<file path="src/rtl/mult_pkg.sv">
// ============================================================================
//  Module      : mult_pkg
//  Description : Shared definitions for the shift-add multiplier.
//                Holds the controller state encodings, the default operand
//                width, and a helper that sizes the step counter.
//  Revision    : 1.0 - initial release
// ============================================================================
`default_nettype none

package mult_pkg;

    // Default operand width; also the number of add steps.
    localparam int MULT_N = 4;

    // Controller state encodings (3 bits each).
    localparam logic [2:0] ST_IDLE = 3'd0;
    localparam logic [2:0] ST_CLR  = 3'd1;
    localparam logic [2:0] ST_LOAD = 3'd2;
    localparam logic [2:0] ST_ADD  = 3'd3;
    localparam logic [2:0] ST_SHB  = 3'd4;
    localparam logic [2:0] ST_SHP  = 3'd5;
    localparam logic [2:0] ST_FIN  = 3'd6;

    typedef enum logic [2:0] {
        S_IDLE = ST_IDLE,
        S_CLR  = ST_CLR,
        S_LOAD = ST_LOAD,
        S_ADD  = ST_ADD,
        S_SHB  = ST_SHB,
        S_SHP  = ST_SHP,
        S_FIN  = ST_FIN
    } state_e;

    // Step counter width: $clog2(n), but never narrower than one bit.
    function automatic int cnt_width(input int n);
        return (n > 1) ? $clog2(n) : 1;
    endfunction

endpackage

`default_nettype wire

</file>
<file path="src/rtl/mult_step_counter.sv">
// ============================================================================
//  Module      : mult_step_counter
//  Description : Add-step counter for the multiplier controller. Counts
//                0..N-1 and saturates at N-1; flags the final step.
//  Ports       : clk      - rising-edge clock
//                clr      - synchronous active-high reset (count -> 0)
//                load0_i  - restart the count at 0
//                inc_i    - advance to the next step
//                last_o   - count equals N-1
//  Revision    : 1.0 - initial release
// ============================================================================
`default_nettype none

module mult_step_counter
    import mult_pkg::*;
#(
    parameter int N = MULT_N
) (
    input  logic clk,
    input  logic clr,
    input  logic load0_i,
    input  logic inc_i,
    output logic last_o
);

    localparam int               CW       = cnt_width(N);
    localparam logic [CW-1:0]    LAST_VAL = CW'(N - 1);

    logic [CW-1:0] cnt_q;
    logic [CW-1:0] cnt_d;

    always_comb begin
        cnt_d = cnt_q;
        if (load0_i) begin
            cnt_d = '0;
        end else if (inc_i && (cnt_q != LAST_VAL)) begin
            // Holding at N-1 keeps the count from wrapping inside a sequence.
            cnt_d = cnt_q + 1'b1;
        end
    end

    always_ff @(posedge clk) begin
        if (clr) begin
            cnt_q <= '0;
        end else begin
            cnt_q <= cnt_d;
        end
    end

    assign last_o = (cnt_q == LAST_VAL);

endmodule

`default_nettype wire

</file>
<file path="src/rtl/mult_ctrl.sv">
// ============================================================================
//  Module      : mult_ctrl
//  Description : Sequencer for the 4-bit shift-add multiplier datapath.
//                Issues dclr, ld, then N add steps separated by shift pairs
//                (shb, shp), then a one-cycle done pulse. All outputs are a
//                Moore decode of the state register.
//  Ports       : clk     - rising-edge clock
//                clr     - synchronous active-high reset
//                start_i - request one multiplication (honoured in IDLE only)
//                b0_i    - LSB of datapath B register (used when ADD_GATE=1)
//                dclr_o  - datapath clear strobe
//                ld_o    - operand load strobe
//                ldp_o   - product load/accumulate strobe
//                shb_o   - B register shift strobe
//                shp_o   - product register shift strobe
//                busy_o  - sequence in progress (CLR..SHP)
//                done_o  - one-cycle completion pulse
//  Revision    : 1.0 - initial release
// ============================================================================
`default_nettype none

module mult_ctrl
    import mult_pkg::*;
#(
    parameter int N        = MULT_N,
    parameter int ADD_GATE = 0
) (
    input  logic clk,
    input  logic clr,
    input  logic start_i,
    input  logic b0_i,
    output logic dclr_o,
    output logic ld_o,
    output logic ldp_o,
    output logic shb_o,
    output logic shp_o,
    output logic busy_o,
    output logic done_o
);

    state_e state_q;
    state_e state_d;

    logic   w_last;
    logic   w_load0;
    logic   w_inc;
    logic   w_add_en;

    // With gating off the constant term forces every ADD to strobe ldp;
    // with gating on only a set B LSB does.
    assign w_add_en = (ADD_GATE == 0) | b0_i;

    mult_step_counter #(
        .N (N)
    ) u_step_counter (
        .clk     (clk),
        .clr     (clr),
        .load0_i (w_load0),
        .inc_i   (w_inc),
        .last_o  (w_last)
    );

    always_ff @(posedge clk) begin
        if (clr) begin
            state_q <= S_IDLE;
        end else begin
            state_q <= state_d;
        end
    end

    always_comb begin
        state_d = state_q;
        dclr_o  = 1'b0;
        ld_o    = 1'b0;
        ldp_o   = 1'b0;
        shb_o   = 1'b0;
        shp_o   = 1'b0;
        busy_o  = 1'b0;
        done_o  = 1'b0;
        w_load0 = 1'b0;
        w_inc   = 1'b0;

        case (state_q)
            S_IDLE: begin
                if (start_i) begin
                    state_d = S_CLR;
                end
            end
            S_CLR: begin
                dclr_o  = 1'b1;
                busy_o  = 1'b1;
                state_d = S_LOAD;
            end
            S_LOAD: begin
                ld_o    = 1'b1;
                busy_o  = 1'b1;
                w_load0 = 1'b1;
                state_d = S_ADD;
            end
            S_ADD: begin
                // The step advances regardless of whether ldp fires, so the
                // cycle count never depends on operand values.
                ldp_o   = w_add_en;
                busy_o  = 1'b1;
                state_d = w_last ? S_FIN : S_SHB;
            end
            S_SHB: begin
                shb_o   = 1'b1;
                busy_o  = 1'b1;
                state_d = S_SHP;
            end
            S_SHP: begin
                shp_o   = 1'b1;
                busy_o  = 1'b1;
                w_inc   = 1'b1;
                state_d = S_ADD;
            end
            S_FIN: begin
                done_o  = 1'b1;
                state_d = S_IDLE;
            end
            default: begin
                state_d = S_IDLE;
            end
        endcase
    end

endmodule

`default_nettype wire
</file>
<file path="config.mk">
export PLATFORM = sky130hd
export DESIGN_NAME = mult_ctrl
export DESIGN_NICKNAME = d
export VERILOG_FILES = /design/src/rtl/mult_pkg.sv /design/src/rtl/mult_step_counter.sv /design/src/rtl/mult_ctrl.sv
export SDC_FILE = /design/constraint.sdc
export NUM_CORES = 1
export LEC_CHECK = 0
export BUFFER_PORTS_ARGS = -buffer_cell sky130_fd_sc_hd__buf_2
export CAP_MARGIN = 10
export CORE_AREA = 2 2 39 41
export DETAILED_ROUTE_END_ITERATION = 8
export DIE_AREA = 0 0 41 43
export GPL_TIMING_DRIVEN = 0
export PLACE_DENSITY = 0.44
export SETUP_SLACK_MARGIN = 0.15
export SLEW_MARGIN = 20
export SYNTH_ARGS = -nofsm -noshare
export SYNTH_HDL_FRONTEND = slang
export SYNTH_SLANG_ARGS = --single-unit
</file>
<file path="constraint.sdc">
create_clock -name clk -period 1.85 [get_ports clk]
set_clock_uncertainty 0.2 [all_clocks]
set_input_delay 0.0925 -clock clk [delete_from_list [all_inputs] [get_ports clk]]
set_output_delay 0.0925 -clock clk [all_outputs]
set_load 0.03 [all_outputs]
</file>
==> results.json <==
{
  "status": "finished, final reports clean",
  "hold_viol_final": 0,
  "clock_latency_ps": 250,
  "synthArstFlopShare": 0,
  "ys_seq_elements": 5,
  "wl_met2_um": 318,
  "vias_per_cell": 4.48,
  "setup_violations": 0,
  "met1_length_um": 309,
  "synth_area_um2": 323,
  "dr.first_iter.drc_count": 3,
  "dieHeight_um": 43,
  "worst_pin_slew_ps": 198,
  "max_freq_mhz": 648,
  "yosysSeqAreaShare": 0.310,
  "ir_worst_vdd_mv": 0.443,
  "grt_pass1_wl_mm": 1.07,
  "synthCells": 35,
  "firstDrtPassIters": 2,
  "area_delta_synth_final_pct": 34.5,
  "synth_commonest_cells": "dfxtp_1, nor2_1, buf_4",
  "drcViolationCount": 0,
  "synth_compound_area_frac": 0.155,
  "fin_crit_sh": 0.834,
  "grt_usage": 0.0915,
  "antenna_found_initial": 0,
  "relSlewSlack": 0.867,
  "timing.final.max_slew_violations": 0,
  "worst_ep_arrival_time_ps": 1250,
  "antenna_cells": 0,
  "routed-wl-met3_um": 39,
  "synth_fa_ha_area_frac": 0.0388,
  "avgSynthCellArea_um2": 9.22,
  "ios": 11,
  "htreeDepth": 1,
  "cts_tree": "done",
  "coreArea_um2": 1380,
  "critPathLaunchType": "flop",
  "fin_util": 0.314,
  "synth_top_family_by_area": "simple AND/OR/NAND/NOR gates",
  "fill_cells": 152,
  "yosys_warnings": 0,
  "synth-xor-area-share": 0,
  "rsz0062_at_grt": "no",
  "setup_tns_ps": 0,
  "synthTopCellsByArea": "dfxtp_1, nor3b_2, buf_4",
  "wl_per_cell_um": 10.1,
  "highest_layer": "met3",
  "globalplace.congestion": 0.668,
  "drtAntennaViolNets": 0,
  "dr_total_vias": 296,
  "grt_overflow": 0,
  "first_global_vias": 261,
  "synth_top_cell_by_area": "dfxtp_1",
  "clockBufferDepth": 2,
  "numClockSinks": 5,
  "drive_gt1_frac": 0.380,
  "leakage_uw": 0.000204,
  "maxCapViolations": 0,
  "die_area_um2": 1760,
  "num_rows": 14,
  "path_clk_slew_ps": 50,
  "max_stage_delay_ps": 360,
  "yosysUniqueCellTypes": 22,
  "drt_wl_total_um": 667,
  "syn_nets": 40,
  "die_w_um": 41,
  "crit_path_end_kind": "output port",
  "post_cts_buffers": 0,
  "grt_start_max_net_pins": 11,
  "yosysMostFrequentCell": "dfxtp_1",
  "hold_class": "reg2reg",
  "portBuffers": 9,
  "setup.worst_path.class": "reg2out",
  "slowest_stage": "dfxtp_1",
  "path_cells": "buf_4, nor3b_2, buf_2",
  "yosys_most_used_dff": "dfxtp_1",
  "synthSimpleGateAreaFrac": 0.384,
  "period_needed_ps": 1540,
  "powerDensity_nw_per_um2": 754,
  "synth_edf_count": 0,
  "crit_fanout": 10,
  "start_util": 0.233,
  "cts_made_buffers": 3,
  "synth_top_area_frac": 0.310,
  "layout.nets": 56,
  "cts_root_buf": "clkbuf_4",
  "synthMuxAreaShare": 0.0310,
  "dpl.hpwl_um": 476,
  "cp.required_ps": 1560
}
## power by group
group | internal [uW] | switching [uW] | total (uW)
sequential | 113 | 3.92 | 117
clock | 81.9 | 50.1 | 132
combinational | 30.9 | 47.4 | 78.3
## cell usage in the layout, fill, tap and decap left out, drive strengths merged
cell,count
a211oi,1
a21oi,2
a31oi,1
and3b,2
and4bb,1
buf,12
clkbuf,4
dfxtp,5
dlygate4sd3,2
ha,1
inv,1
mux2i,1
nand2,1
nand2b,1
nor2,4
nor2b,1
nor3,2
nor3b,4
o21ai,1
o21bai,1
o2bb2ai,1
or2b,1
## path summary, 6_finish.rpt
check | endpoint | depth (start not counted) | from | slack [ps]
worst min register to register | u_step_counter.cnt_q[0] | 1 | u_step_counter.cnt_q[0] | 310
worst max register to register | u_step_counter.cnt_q[1] | 4 | u_step_counter.cnt_q[0] | 380
worst max-delay path | ld_o | 3 | state_q[1] | 310
worst min-delay path | u_step_counter.cnt_q[0] | 1 | u_step_counter.cnt_q[0] | 310
## registers in the layout, indices dropped and copies added, names as in the netlist
register	cells
state_q	3
u_step_counter.cnt_q	2
## worst max-delay path, delay by kind of cell (launching register included)
family / cells / cell delay (ps)
buf+inv: 2 / 420
flops: 1 / 360
simple gates: 1 / 230
## per-layer routing
layer | global-route usage | up-vias
met1 | 0.117 | 134
met2 | 0.125 | 6
met4 | 0.0200 | 0
met3 | 0.0628 | 0
met5 | 0 | -
li1 | - | 156
## stage by stage
stage	instances	worst slack, ps	hold WS, ps	area [um2]	power (uW)
after global placement	60	367	145	388	195
after CTS	66	293	314	434	331
after global routing	66	208	346	434	345
after floorplan	35	323	-42.9	323	175
after detailed placement	60	374	145	388	195
final	66	307	310	434	327
## repair_timing
action                     in CTS  in global routing
resized for setup               0                  0
setup endpoints to repair       0                  0
hold buffers                    2                  0
hold endpoints to repair        5                  0
## kinds of logic after synthesis
kind of cell / Yosys count
AND/OR/NAND/NOR: 17
AO/OA/AOI/OAI: 7
flip-flops: 5
adder cells (fa/ha/maj): 1
buffers and inverters: 4
multiplexers: 1
## final cells by class
class | count | area [um2] | share of cell area
multi-input combinational | 26 | 196 | 0.452
inverter | 1 | 3.75 | 0.00865
tap | 16 | 20.0 | 0.0461
clock buffer | 4 | 26.3 | 0.0605
buffer | 3 | 22.5 | 0.0519
sequential | 5 | 100 | 0.231
timing repair buffer | 11 | 65.1 | 0.150
Note: power is estimated with default switching activity, not from simulation.
